$ cat src/rtl/vga_timing_pkg.sv
// Shared types, mode presets and helpers for the video timing generator.
package vga_timing_pkg;

   typedef enum logic {
      SYNC_NEG = 1'b0,
      SYNC_POS = 1'b1
   } sync_pol_e;

   typedef struct packed {
      int unsigned active;
      int unsigned fp;
      int unsigned sync;
      int unsigned bp;
   } axis_t;

   typedef struct packed {
      axis_t     h;
      axis_t     v;
      sync_pol_e hs_pol;
      sync_pol_e vs_pol;
   } vga_mode_t;

   localparam vga_mode_t MODE_640X480_60 = '{
      h: '{active: 640, fp: 16, sync: 96, bp: 48},
      v: '{active: 480, fp: 10, sync: 2, bp: 33},
      hs_pol: SYNC_NEG, vs_pol: SYNC_NEG};

   localparam vga_mode_t MODE_800X600_60 = '{
      h: '{active: 800, fp: 40, sync: 128, bp: 88},
      v: '{active: 600, fp: 1, sync: 4, bp: 23},
      hs_pol: SYNC_POS, vs_pol: SYNC_POS};

   localparam vga_mode_t MODE_1280X720_60 = '{
      h: '{active: 1280, fp: 110, sync: 40, bp: 220},
      v: '{active: 720, fp: 5, sync: 5, bp: 20},
      hs_pol: SYNC_POS, vs_pol: SYNC_POS};

   // Reduced-blanking timing: positive hsync, negative vsync.
   localparam vga_mode_t MODE_1920X1200_RB = '{
      h: '{active: 1920, fp: 48, sync: 32, bp: 80},
      v: '{active: 1200, fp: 3, sync: 6, bp: 26},
      hs_pol: SYNC_POS, vs_pol: SYNC_NEG};

   function automatic int unsigned axis_total(input int unsigned active, input int unsigned fp,
                                              input int unsigned sync, input int unsigned bp);
      return active + fp + sync + bp;
   endfunction

endpackage

$ cat src/rtl/mod_counter.sv
// Modulo-MOD counter with enable; wrap flags the enabled edge that returns the count to 0.
module mod_counter #(
   parameter int unsigned MOD = 2,
   parameter int unsigned W   = 1
) (
   input  logic         clk,
   input  logic         rst,
   input  logic         en,
   output logic [W-1:0] cnt,
   output logic         wrap
);

   localparam logic [W-1:0] LAST = W'(MOD - 1);

   logic [W-1:0] cnt_d, cnt_q;

   always_comb begin
      wrap  = en && (cnt_q == LAST);
      cnt_d = cnt_q;
      if (en) begin
         cnt_d = wrap ? '0 : cnt_q + W'(1);
      end
   end

   always_ff @(posedge clk or negedge rst) begin
      if (!rst) begin
         cnt_q <= '0;
      end else begin
         cnt_q <= cnt_d;
      end
   end

   assign cnt = cnt_q;

endmodule

$ cat src/rtl/vga_timing_gen.sv
// Horizontal/vertical video timing generator with registered, mutually aligned outputs.
module vga_timing_gen
   import vga_timing_pkg::*;
#(
   parameter int unsigned H_ACTIVE = 640,
   parameter int unsigned H_FP     = 16,
   parameter int unsigned H_SYNC   = 96,
   parameter int unsigned H_BP     = 48,
   parameter int unsigned V_ACTIVE = 480,
   parameter int unsigned V_FP     = 10,
   parameter int unsigned V_SYNC   = 2,
   parameter int unsigned V_BP     = 33,
   parameter sync_pol_e   HS_POL   = SYNC_NEG,
   parameter sync_pol_e   VS_POL   = SYNC_NEG,
   parameter int unsigned CNT_W    = 12
) (
   input  logic             clk,
   input  logic             rst,
   input  logic             en,
   output logic [CNT_W-1:0] hcnt,
   output logic [CNT_W-1:0] vcnt,
   output logic             hsync,
   output logic             vsync,
   output logic             de,
   output logic             line_start,
   output logic             frame_start
);

   localparam int unsigned H_TOTAL  = axis_total(H_ACTIVE, H_FP, H_SYNC, H_BP);
   localparam int unsigned V_TOTAL  = axis_total(V_ACTIVE, V_FP, V_SYNC, V_BP);
   localparam int unsigned HS_START = H_ACTIVE + H_FP;
   localparam int unsigned HS_END   = H_ACTIVE + H_FP + H_SYNC;
   localparam int unsigned VS_START = V_ACTIVE + V_FP;
   localparam int unsigned VS_END   = V_ACTIVE + V_FP + V_SYNC;

   if (H_ACTIVE == 0 || H_FP == 0 || H_SYNC == 0 || H_BP == 0 ||
       V_ACTIVE == 0 || V_FP == 0 || V_SYNC == 0 || V_BP == 0 ||
       CNT_W == 0 || CNT_W > 32 ||
       64'(H_TOTAL) > (64'd1 << CNT_W) || 64'(V_TOTAL) > (64'd1 << CNT_W)) begin : g_bad_params
      $error("vga_timing_gen: zero-sized region or totals do not fit in CNT_W bits");
   end

   logic [CNT_W-1:0] h_i, v_i;
   logic             h_wrap, unused_v_wrap;

   mod_counter #(.MOD(H_TOTAL), .W(CNT_W)) u_hcnt (
      .clk  (clk),
      .rst  (rst),
      .en   (en),
      .cnt  (h_i),
      .wrap (h_wrap)
   );

   mod_counter #(.MOD(V_TOTAL), .W(CNT_W)) u_vcnt (
      .clk  (clk),
      .rst  (rst),
      .en   (en && h_wrap),
      .cnt  (v_i),
      .wrap (unused_v_wrap)
   );

   int unsigned      h_u, v_u;
   logic [CNT_W-1:0] hcnt_d, hcnt_q, vcnt_d, vcnt_q;
   logic             hsync_d, hsync_q, vsync_d, vsync_q, de_d, de_q;
   logic             line_start_d, line_start_q, frame_start_d, frame_start_q;

   assign h_u = 32'(h_i);
   assign v_u = 32'(v_i);

   // Strobes default to 0 so a held (en=0) cycle never repeats them.
   always_comb begin
      hcnt_d        = hcnt_q;
      vcnt_d        = vcnt_q;
      hsync_d       = hsync_q;
      vsync_d       = vsync_q;
      de_d          = de_q;
      line_start_d  = 1'b0;
      frame_start_d = 1'b0;
      if (en) begin
         hcnt_d        = h_i;
         vcnt_d        = v_i;
         de_d          = (h_u < H_ACTIVE) && (v_u < V_ACTIVE);
         hsync_d       = (h_u >= HS_START && h_u < HS_END) ? logic'(HS_POL) : ~logic'(HS_POL);
         vsync_d       = (v_u >= VS_START && v_u < VS_END) ? logic'(VS_POL) : ~logic'(VS_POL);
         line_start_d  = (h_i == '0);
         frame_start_d = (h_i == '0) && (v_i == '0);
      end
   end

   always_ff @(posedge clk or negedge rst) begin
      if (!rst) begin
         hcnt_q        <= '0;
         vcnt_q        <= '0;
         hsync_q       <= ~logic'(HS_POL);
         vsync_q       <= ~logic'(VS_POL);
         de_q          <= 1'b0;
         line_start_q  <= 1'b0;
         frame_start_q <= 1'b0;
      end else begin
         hcnt_q        <= hcnt_d;
         vcnt_q        <= vcnt_d;
         hsync_q       <= hsync_d;
         vsync_q       <= vsync_d;
         de_q          <= de_d;
         line_start_q  <= line_start_d;
         frame_start_q <= frame_start_d;
      end
   end

   assign hcnt        = hcnt_q;
   assign vcnt        = vcnt_q;
   assign hsync       = hsync_q;
   assign vsync       = vsync_q;
   assign de          = de_q;
   assign line_start  = line_start_q;
   assign frame_start = frame_start_q;

endmodule
$ cat config.mk
export PLATFORM = sky130hd
export DESIGN_NAME = vga_timing_gen
export DESIGN_NICKNAME = d
export VERILOG_FILES = /design/src/rtl/vga_timing_pkg.sv /design/src/rtl/mod_counter.sv /design/src/rtl/vga_timing_gen.sv
export SDC_FILE = /design/constraint.sdc
export NUM_CORES = 1
export LEC_CHECK = 0
export CAP_MARGIN = 30
export CORE_UTILIZATION = 58
export CTS_CLUSTER_DIAMETER = 30
export DETAILED_ROUTE_END_ITERATION = 8
export HOLD_SLACK_MARGIN = 0.06
export PLACE_DENSITY = 0.84
export SYNTH_ARGS = -nofsm -noshare
export SYNTH_HDL_FRONTEND = slang
export SYNTH_HIERARCHICAL = 1
export SYNTH_SLANG_ARGS = --single-unit
export TNS_END_PERCENT = 30
$ cat constraint.sdc
create_clock -name clk -period 6.1 [get_ports clk]
set_input_delay 0.915 -clock clk [delete_from_list [all_inputs] [get_ports clk]]
set_output_delay 0.915 -clock clk [all_outputs]
set_load 0.1 [all_outputs]
; Word level (Yosys, flattened, before mapping)
; Cells that the tools add are included.
[totals]
ff_bits = 53
input_bits = 3
out_inout_bits = 29
word_cells = 34
[op_classes]
n_mux = 6
n_eq_ne = 2
order_cmp = 6
n_addsub = 2
reduce_logical = 9
[op_table]
columns = cell, count
row1 = adder 12 x 1 -> 12 bit (second input constant), 2
row2 = == test 12 x 10 -> 1 bit (second input constant), 2
row3 = zero test 12 bit, 2
row4 = < comparator 12 x 10 -> 1 bit (second input constant), 2
row5 = < comparator 12 x 9 -> 1 bit (second input constant), 2
row6 = two-way mux 12 bit, 2
row7 = >= comparator 12 x 10 -> 1 bit (second input constant), 1
row8 = >= comparator 12 x 9 -> 1 bit (second input constant), 1
row9 = logical AND 1 bit, 7
row10 = two-way mux 1 bit, 4

; Longest topological paths before layout
; Gate-level depths: netlist of the first run.
[logic_depth]
ltp_word = 5
depth_mapped = 7
depth_no_buf = 7

; Cells and area by module
; Netlist of the first run, hierarchy kept.
[modules_own_cells]
columns = module, area_each_um2, cells_per_inst, instances
row1 = vga_timing_gen, 1166.1, 82, 1
row2 = mod_counter (u_vcnt), 605.6, 56, 1
row3 = mod_counter (u_hcnt), 599.3, 58, 1

; Worst setup path after synthesis of the first run
; Ideal clock, no wire load.
[synth_path]
path_type = input -> register
start = input port en
end = register u_vcnt.cnt_q[9], in the netlist u_vcnt/cnt[9]
t_required_ns = 6.023
setup_time_ns = 0.077
cell_stages = 6
arrival_time_ns = 2.433
path_slack_ns = 3.589
path_cell_list = nand4_1 > nor3_1 > and2_1 > nand3_1 > or4_1 > a21oi_1
[synth_via]
elab_chain_cells = 4
[synth_lines]
columns = item, line_no
row1 = start: declaration, vga_timing_gen.sv:19  ; input logic en,
row2 = logical AND 1 bit *, mod_counter.sv:18  ; wrap = en && (cnt_q == LAST);
row3 = via h_wrap, vga_timing_gen.sv:44  ; logic h_wrap, unused_v_wrap;
row4 = logical AND 1 bit *, vga_timing_gen.sv:57  ; .en (en && h_wrap),
row5 = logical AND 1 bit, mod_counter.sv:18
row6 = two-way mux 12 bit, mod_counter.sv:21  ; cnt_d = wrap ? '0 : cnt_q + W'(1);
row7 = end signal: assignment, mod_counter.sv:29  ; cnt_q <= cnt_d;
row8 = end: declaration, mod_counter.sv:15  ; logic [W-1:0] cnt_d, cnt_q;
; Mark *: on every way through the listed nets, which the timed path passes. The rest lies on a longest branch.
; A chain may end at the register's enable or synchronous reset.

; Worst setup path in the final report of the first run
; Ends and elaborated chain as after synthesis.

==> out/results.tsv, run 1 <==
stage	metric	value	unit
synth	synth_area	0.002371	mm^2
critical_path	crit_path_end	u_vcnt/cnt[9]$_DFFE_PN0P_	
hold_path	hold_path_class	register to register	
synth	yosys_warnings	6	
die	initial_core_util	0.6242	
synth	synth_top_area_cell	dfrtp_1	
clocking	h-tree-depth	2	
critical_path	critical_path_class	input port to register	
synth	syn-instance-count	196	
route	vias	1694	
sta	slew_violations	0	
route	viasPerCell	6.007	
synth	synth.net_count	202	
synth	synth-seq-cells	53	
route	drtIter0Drc	175	
synth	synth_most_common_cell	dfrtp_1	
die	rows	22	
clocking	clk_latency	0.29	ns
sta	hold_violations	0	
synth	synth_edf_count	0	
synth	ys_seq_area_frac	0.5604	
die	die_x	65.94	um
route	wl_per_cell	16.00	um
clocking	clock_sinks	53	
synth	synthTopCellsByArea	dfrtp_1 (54%), mux2_2 (11%), xor2_1 (3.0%)	
global_routing	grt_pass1_vias	1692	
clocking	clk_pin_slew	0.08	ns
sta	min_period	3.397	ns
global_routing	grt_antenna_before_repair	0	
clocking	root_buffer	clkbuf_8	
critical_path	crit_path_start_kind	input port	
critical_path	r2r_start	u_hcnt/cnt[7]$_DFFE_PN0P_	
status	outcome	completed	
synth	synthFlopType	dfrtp_1	
critical_path	r2r_slack	3.53	ns
critical_path	reg2reg_to	u_vcnt/cnt[9]$_DFFE_PN0P_	
sta	fin_crit_sh	0.5569	
flow_run	maxCapViolations	0	
die	io-pin-count	32	
synth	avgSynthCellArea	12.10	um^2
global_routing	grt_pass1_wl	7803	um
route	dr.pass1.iters	4	
critical_path	cp-startpoint	en	
synth	synthTopCellsByCount	dfrtp_1 (51), mux2_2 (24), nand2_1 (13)	
global_routing	grt_overflow	0	
global_routing	grtUsageTotal	0.2378	
sta	max_freq	294.4	MHz
die	fp.dieH	65.94	um
global_routing	grt_start_max_net_pins	40	
finish	diodes	0	
hold_path	whs_path_depth	1	
sta	worstMarginPinSlew	0.9754	ns
route	antenna_left	0	
critical_path	end_kind	register	
synth	ys_types	37	
synth	yosysTopAreaCellShare	0.5383	
placed_design	portBuffers	31	
clocking	cts_hold_buf	0	
sta	relSlewSlack	0.3477	
critical_path	r2r_cells	6	
critical_path	cp_data_required_time	6.31	ns
sta	setup_viol	0	
finish	drive_gt1_frac	0.1752	
route	finalWirelength	4511	um
critical_path	arrival	3.61	ns
clocking	cts_buffers	5	
route	route.detailed.drc	0	
placed_design	hpwlAfterDp	3210	um
critical_path	crit_fanout	39	
synth	async_flop_share	1.000	
finish	final_util	0.7457	
die	core	0.003799	mm^2
clocking	cts_tree	done	
clocking	cts_setup_buffers	0	
clocking	clk_path_buf_depth	2	
pwr	p_leak	1.278	nW
sta	finClkSkew	0.005790	ns
die	dieArea	0.004347	mm^2
placed_design	place_congestion	0.8039	
finish	syn2layout_area_growth	19.47	%
pwr	max-vdd-ir-drop	0.0004437	V
finish	fill_cells	251	
clocking	cts_resized	0	
sta	rsz0062_at_grt	false	
finish	nets	239	
pwr	powerDensity	307.4	mW/mm^2
sta	setup_tns	0	ns
[registers in the layout, summed over array words and instances, names as in the netlist]
| name | cells |
|---|---|
| u_vcnt/cnt | 12 |
| hsync | 1 |
| vcnt | 12 |
| line_start | 1 |
| u_hcnt/cnt | 12 |
| hcnt | 12 |
| de | 1 |
| frame_start | 1 |
| vsync | 1 |
[stage by stage]
| step | worst slack, ns | instance area [um^2] | hold WS [ns] | instances | total power, mW |
|---|---|---|---|---|---|
| floorplan | 3.589 | 2371 | 0.4721 | 196 | 0.6260 |
| global placement | 2.554 | 2733 | 0.4926 | 273 | 0.6878 |
| detailed placement | 2.409 | 2753 | 0.4960 | 274 | 0.6967 |
| CTS | 2.704 | 2833 | 0.5154 | 282 | 0.8770 |
| global route | 2.537 | 2833 | 0.5331 | 282 | 0.9085 |
| finish | 2.703 | 2833 | 0.5107 | 282 | 0.8709 |
[power by group]
group	leakage (nW)	switching (mW)	internal [mW]	total, mW
Clock	0.0395	0.0998	0.0817	0.181
Sequential	0.684	0.0394	0.388	0.427
Combinational	0.554	0.193	0.0694	0.262
Total	1.28	0.332	0.539	0.871
[worst min-delay path by stage]
stage	start	end	slack [ns]
after CTS	vcnt[5]$_DFFE_PN0P_	vcnt[5]$_DFFE_PN0P_	0.52
after floorplan	u_vcnt/cnt[11]$_DFFE_PN0P_	u_vcnt/cnt[11]$_DFFE_PN0P_	0.47
after detailed placement	vcnt[5]$_DFFE_PN0P_	vcnt[5]$_DFFE_PN0P_	0.50
after global routing	vcnt[9]$_DFFE_PN0P_	vcnt[9]$_DFFE_PN0P_	0.53
after global placement	vcnt[5]$_DFFE_PN0P_	vcnt[5]$_DFFE_PN0P_	0.49
final	vcnt[5]$_DFFE_PN0P_	vcnt[5]$_DFFE_PN0P_	0.51
[placed cells by master, fill, tap and decap left out, types with 5 or more instances in the layout]
master           instances
nor2_1                   6
nor3_1                   8
nand3_1                  8
mux2_2                  24
clkbuf_8                 5
dfrtp_1                 51
nand2b_1                 8
xnor2_1                  7
or3_1                    5
nand4_1                  8
xor2_1                   8
inv_1                    7
nand2_1                 13
clkdlybuf4s50_1         30
[per-layer routing]
metal,up-vias,share of wire,global-route usage
met5,-,0,0
met4,0,0.013,0.07713
met3,7,0.050,0.04138
met2,64,0.48,0.3827
met1,840,0.45,0.3283
li1,783,-,-
[cells by family (layout without fill, tap and decap cells)]
| logic type | after synthesis | in the layout | share of synthesized area |
|---|---|---|---|
| AND/OR/NAND/NOR | 74 | 74 | 0.1900 |
| AO/OA/AOI/OAI | 17 | 17 | 0.04855 |
| multiplexers | 24 | 24 | 0.1140 |
| flip-flops | 53 | 53 | 0.5604 |
| buffers and inverters | 10 | 48 | 0.01583 |
| XOR/XNOR | 15 | 15 | 0.05541 |
| adder cells (fa/ha/maj) | 3 | 3 | 0.01583 |
[worst max-delay path, stage by stage]
cell and delay, ns:
clkdlybuf4s50_1 0.45, buf_4 0.39, nand4_1 0.33, nor3_1 0.23, and2_1 0.27, nand3_1 0.25
or4_1 0.57, a21oi_1 0.19
[cell type report]
class / instances / area (um^2) / share of cell area
flip-flops and latches: 53 / 1329 / 0.4691
multi-input cells: 133 / 1005 / 0.3547
repair buffers: 33 / 332.8 / 0.1175
clock buffers: 8 / 80.08 / 0.02827
well taps: 48 / 60.06 / 0.02120
inverters: 7 / 26.28 / 0.009276
Note: power is estimated with default switching activity, not from simulation.
==> run 2, diff against run 1 <==
--- a/config.mk
+++ b/config.mk
@@ -6,11 +6,11 @@
 export NUM_CORES = 1
 export LEC_CHECK = 0
 export CAP_MARGIN = 30
-export CORE_UTILIZATION = 58
+export CORE_UTILIZATION = 49
 export CTS_CLUSTER_DIAMETER = 30
 export DETAILED_ROUTE_END_ITERATION = 8
 export HOLD_SLACK_MARGIN = 0.06
-export PLACE_DENSITY = 0.84
+export PLACE_DENSITY = 0.75
 export SYNTH_ARGS = -nofsm -noshare
 export SYNTH_HDL_FRONTEND = slang
 export SYNTH_HIERARCHICAL = 1
==> constraint.sdc (replaced) <==
create_clock -name clk -period 2.8 [get_ports clk]
set_input_delay 0.42 -clock clk [delete_from_list [all_inputs] [get_ports clk]]
set_output_delay 0.42 -clock clk [all_outputs]
set_load 0.1 [all_outputs]
==> out/results.tsv, run 2 (same netlist as run 1, synthesis figures left out) <==
stage	metric	value	unit
placed_design	portBuffers	31	
clocking	clk_path_buf_depth	2	
die	rows	24	
die	dieArea	0.005121	mm^2
finish	drive_gt1_frac	0.3151	
clocking	cts_setup_buffers	0	
finish	fill_cells	369	
die	core	0.004504	mm^2
sta	setup_tns	0	ns
pwr	combPwrFrac	0.275	
flow_run	maxCapViolations	0	
critical_path	arrival	2.73	ns
global_routing	grt_antenna_before_repair	0	
critical_path	crit_path_start_kind	register	
clocking	root_buffer	clkbuf_8	
hold_path	whs_path_depth	1	
hold_path	hold_path_class	register to register	
pwr	p_sw	0.7415	mW
sta	finClkSkew	0.005362	ns
placed_design	hpwlAfterDp	2929	um
clocking	cts_buffers	5	
global_routing	grt_overflow	0	
die	io-pin-count	32	
pwr	internal-power	1.273	mW
finish	nets	243	
pwr	max-vdd-ir-drop	0.0004087	V
critical_path	critical_path_class	register to register	
sta	fin_crit_sh	0.8901	
placed_design	post-place-ws	0.2922	ns
finish	syn2layout_area_growth	19.00	%
sta	slew_violations	0	
route	vias	1675	
sta	worstMarginPinSlew	0.4385	ns
critical_path	r2r_cells	6	
sta	setup_viol	0	
sta	postLayoutSetupSlackWorst	0.3077	ns
clocking	clk_latency	0.30	ns
clocking	cts_hold_buf	1	
finish	diodes	0	
clocking	cts_tree	done	
pwr	swShare	0.3682	
critical_path	crit_fanout	7	
route	drtIter0Drc	73	
pwr	totalPowerFinal	2.014	mW
global_routing	grt_start_max_net_pins	39	
die	initial_core_util	0.5264	
pwr	p_clk_frac	0.264	
route	antenna_left	0	
sta	relSlewSlack	0.7076	
sta	hold_violations	0	
critical_path	cp_data_required_time	3.04	ns
die	fp.dieH	71.56	um
pwr	p_leak	1.355	nW
clocking	clock_sinks	53	
critical_path	end_kind	register	
finish	regArea	0.001329	mm^2
sta	max_freq	401.2	MHz
pwr	power_frac_seq	0.461	
clocking	clk_pin_slew	0.09	ns
route	dr.pass1.iters	4	
status	outcome	completed	
route	viasPerCell	5.776	
global_routing	grt_pass1_vias	1572	
finish	final_cell_mix	dfrtp_1 (51), buf_4 (34), mux2_2 (24)	
placed_design	place_congestion	0.8193	
finish	multiInputGateArea	0.001005	mm^2
finish	final_common_cell	dfrtp_1	
route	wl_per_cell	14.99	um
sta	rsz0062_at_grt	false	
die	die_x	71.56	um
sta	min_period	2.492	ns
global_routing	grtUsageTotal	0.1953	
clocking	cts_resized	0	
route	route.detailed.drc	0	
pwr	powerDensity	713.9	mW/mm^2
global_routing	grt_pass1_wl	7638	um
finish	final_util	0.6264	
route	finalWirelength	4346	um
clocking	h-tree-depth	2	
[run 2: changes by cell type in the layout (fill, tap and decap cells not counted)]
cell and change:
clkbuf_8 +1, buf_4 +33, clkbuf_1 -2, dlygate4sd3_1 +1, clkdlybuf4s50_1 -29, bufinv_16 +1
buf_12 -1
[run 2: critical path, stage by stage (launching register included)]
cell and delay (ns):
dfrtp_1 0.46, or4_4 0.58, nor3_1 0.27, and2_1 0.19, nand3_1 0.22, or4_1 0.56, a21oi_1 0.15
[run 2: per-layer routing]
layer	vias up	global-route usage	share of wire
li1	795	-	-
met1	842	0.2888	0.50
met2	33	0.2836	0.45
met3	5	0.04641	0.036
met4	0	0.06972	0.012
met5	-	0	0
[run 2: per-stage QoR]
stage               hold slack, ns  instance area (um^2)  instances
finish                      0.5139                  2821        290
detailed placement          0.3456                  2695        281
global placement            0.3355                  2695        281
floorplan                   0.1244                  2371        196
global route                0.5272                  2821        290
CTS                         0.5186                  2821        290
[run 2: layout make-up]
class                      count  share of cell area
timing repair buffer          37             0.09933
tap                           52             0.02306
sequential                    53              0.4710
multi-input combinational    133              0.3561
clock inverter                 1             0.01064
inverter                       7            0.009313
clock buffer                   7             0.03060
[run 2: path summary, 6_finish.rpt]
path                                           start                        end  slack, ns
setup / recovery           u_hcnt/cnt[7]$_DFFE_PN0P_  u_vcnt/cnt[9]$_DFFE_PN0P_       0.31
hold / removal                   hcnt[2]$_DFFE_PN0P_        hcnt[2]$_DFFE_PN0P_       0.51
setup reg to reg           u_hcnt/cnt[7]$_DFFE_PN0P_  u_vcnt/cnt[9]$_DFFE_PN0P_       0.31
hold reg to reg                  hcnt[2]$_DFFE_PN0P_        hcnt[2]$_DFFE_PN0P_       0.51
max in group asynchronous                        rst          hsync$_DFFE_PN1P_       1.57
min in group asynchronous                        rst        hcnt[5]$_DFFE_PN0P_       0.54
[run 2: power by group through the flow]
stage / registers, mW / logic, mW / clock network, mW
after floorplan: 1.25 / 0.111 / 0
after global placement: 0.940 / 0.550 / 0
after detailed placement: 0.943 / 0.554 / 0
after CTS: 0.928 / 0.556 / 0.543
after global routing: 0.945 / 0.576 / 0.572
final: 0.929 / 0.553 / 0.533
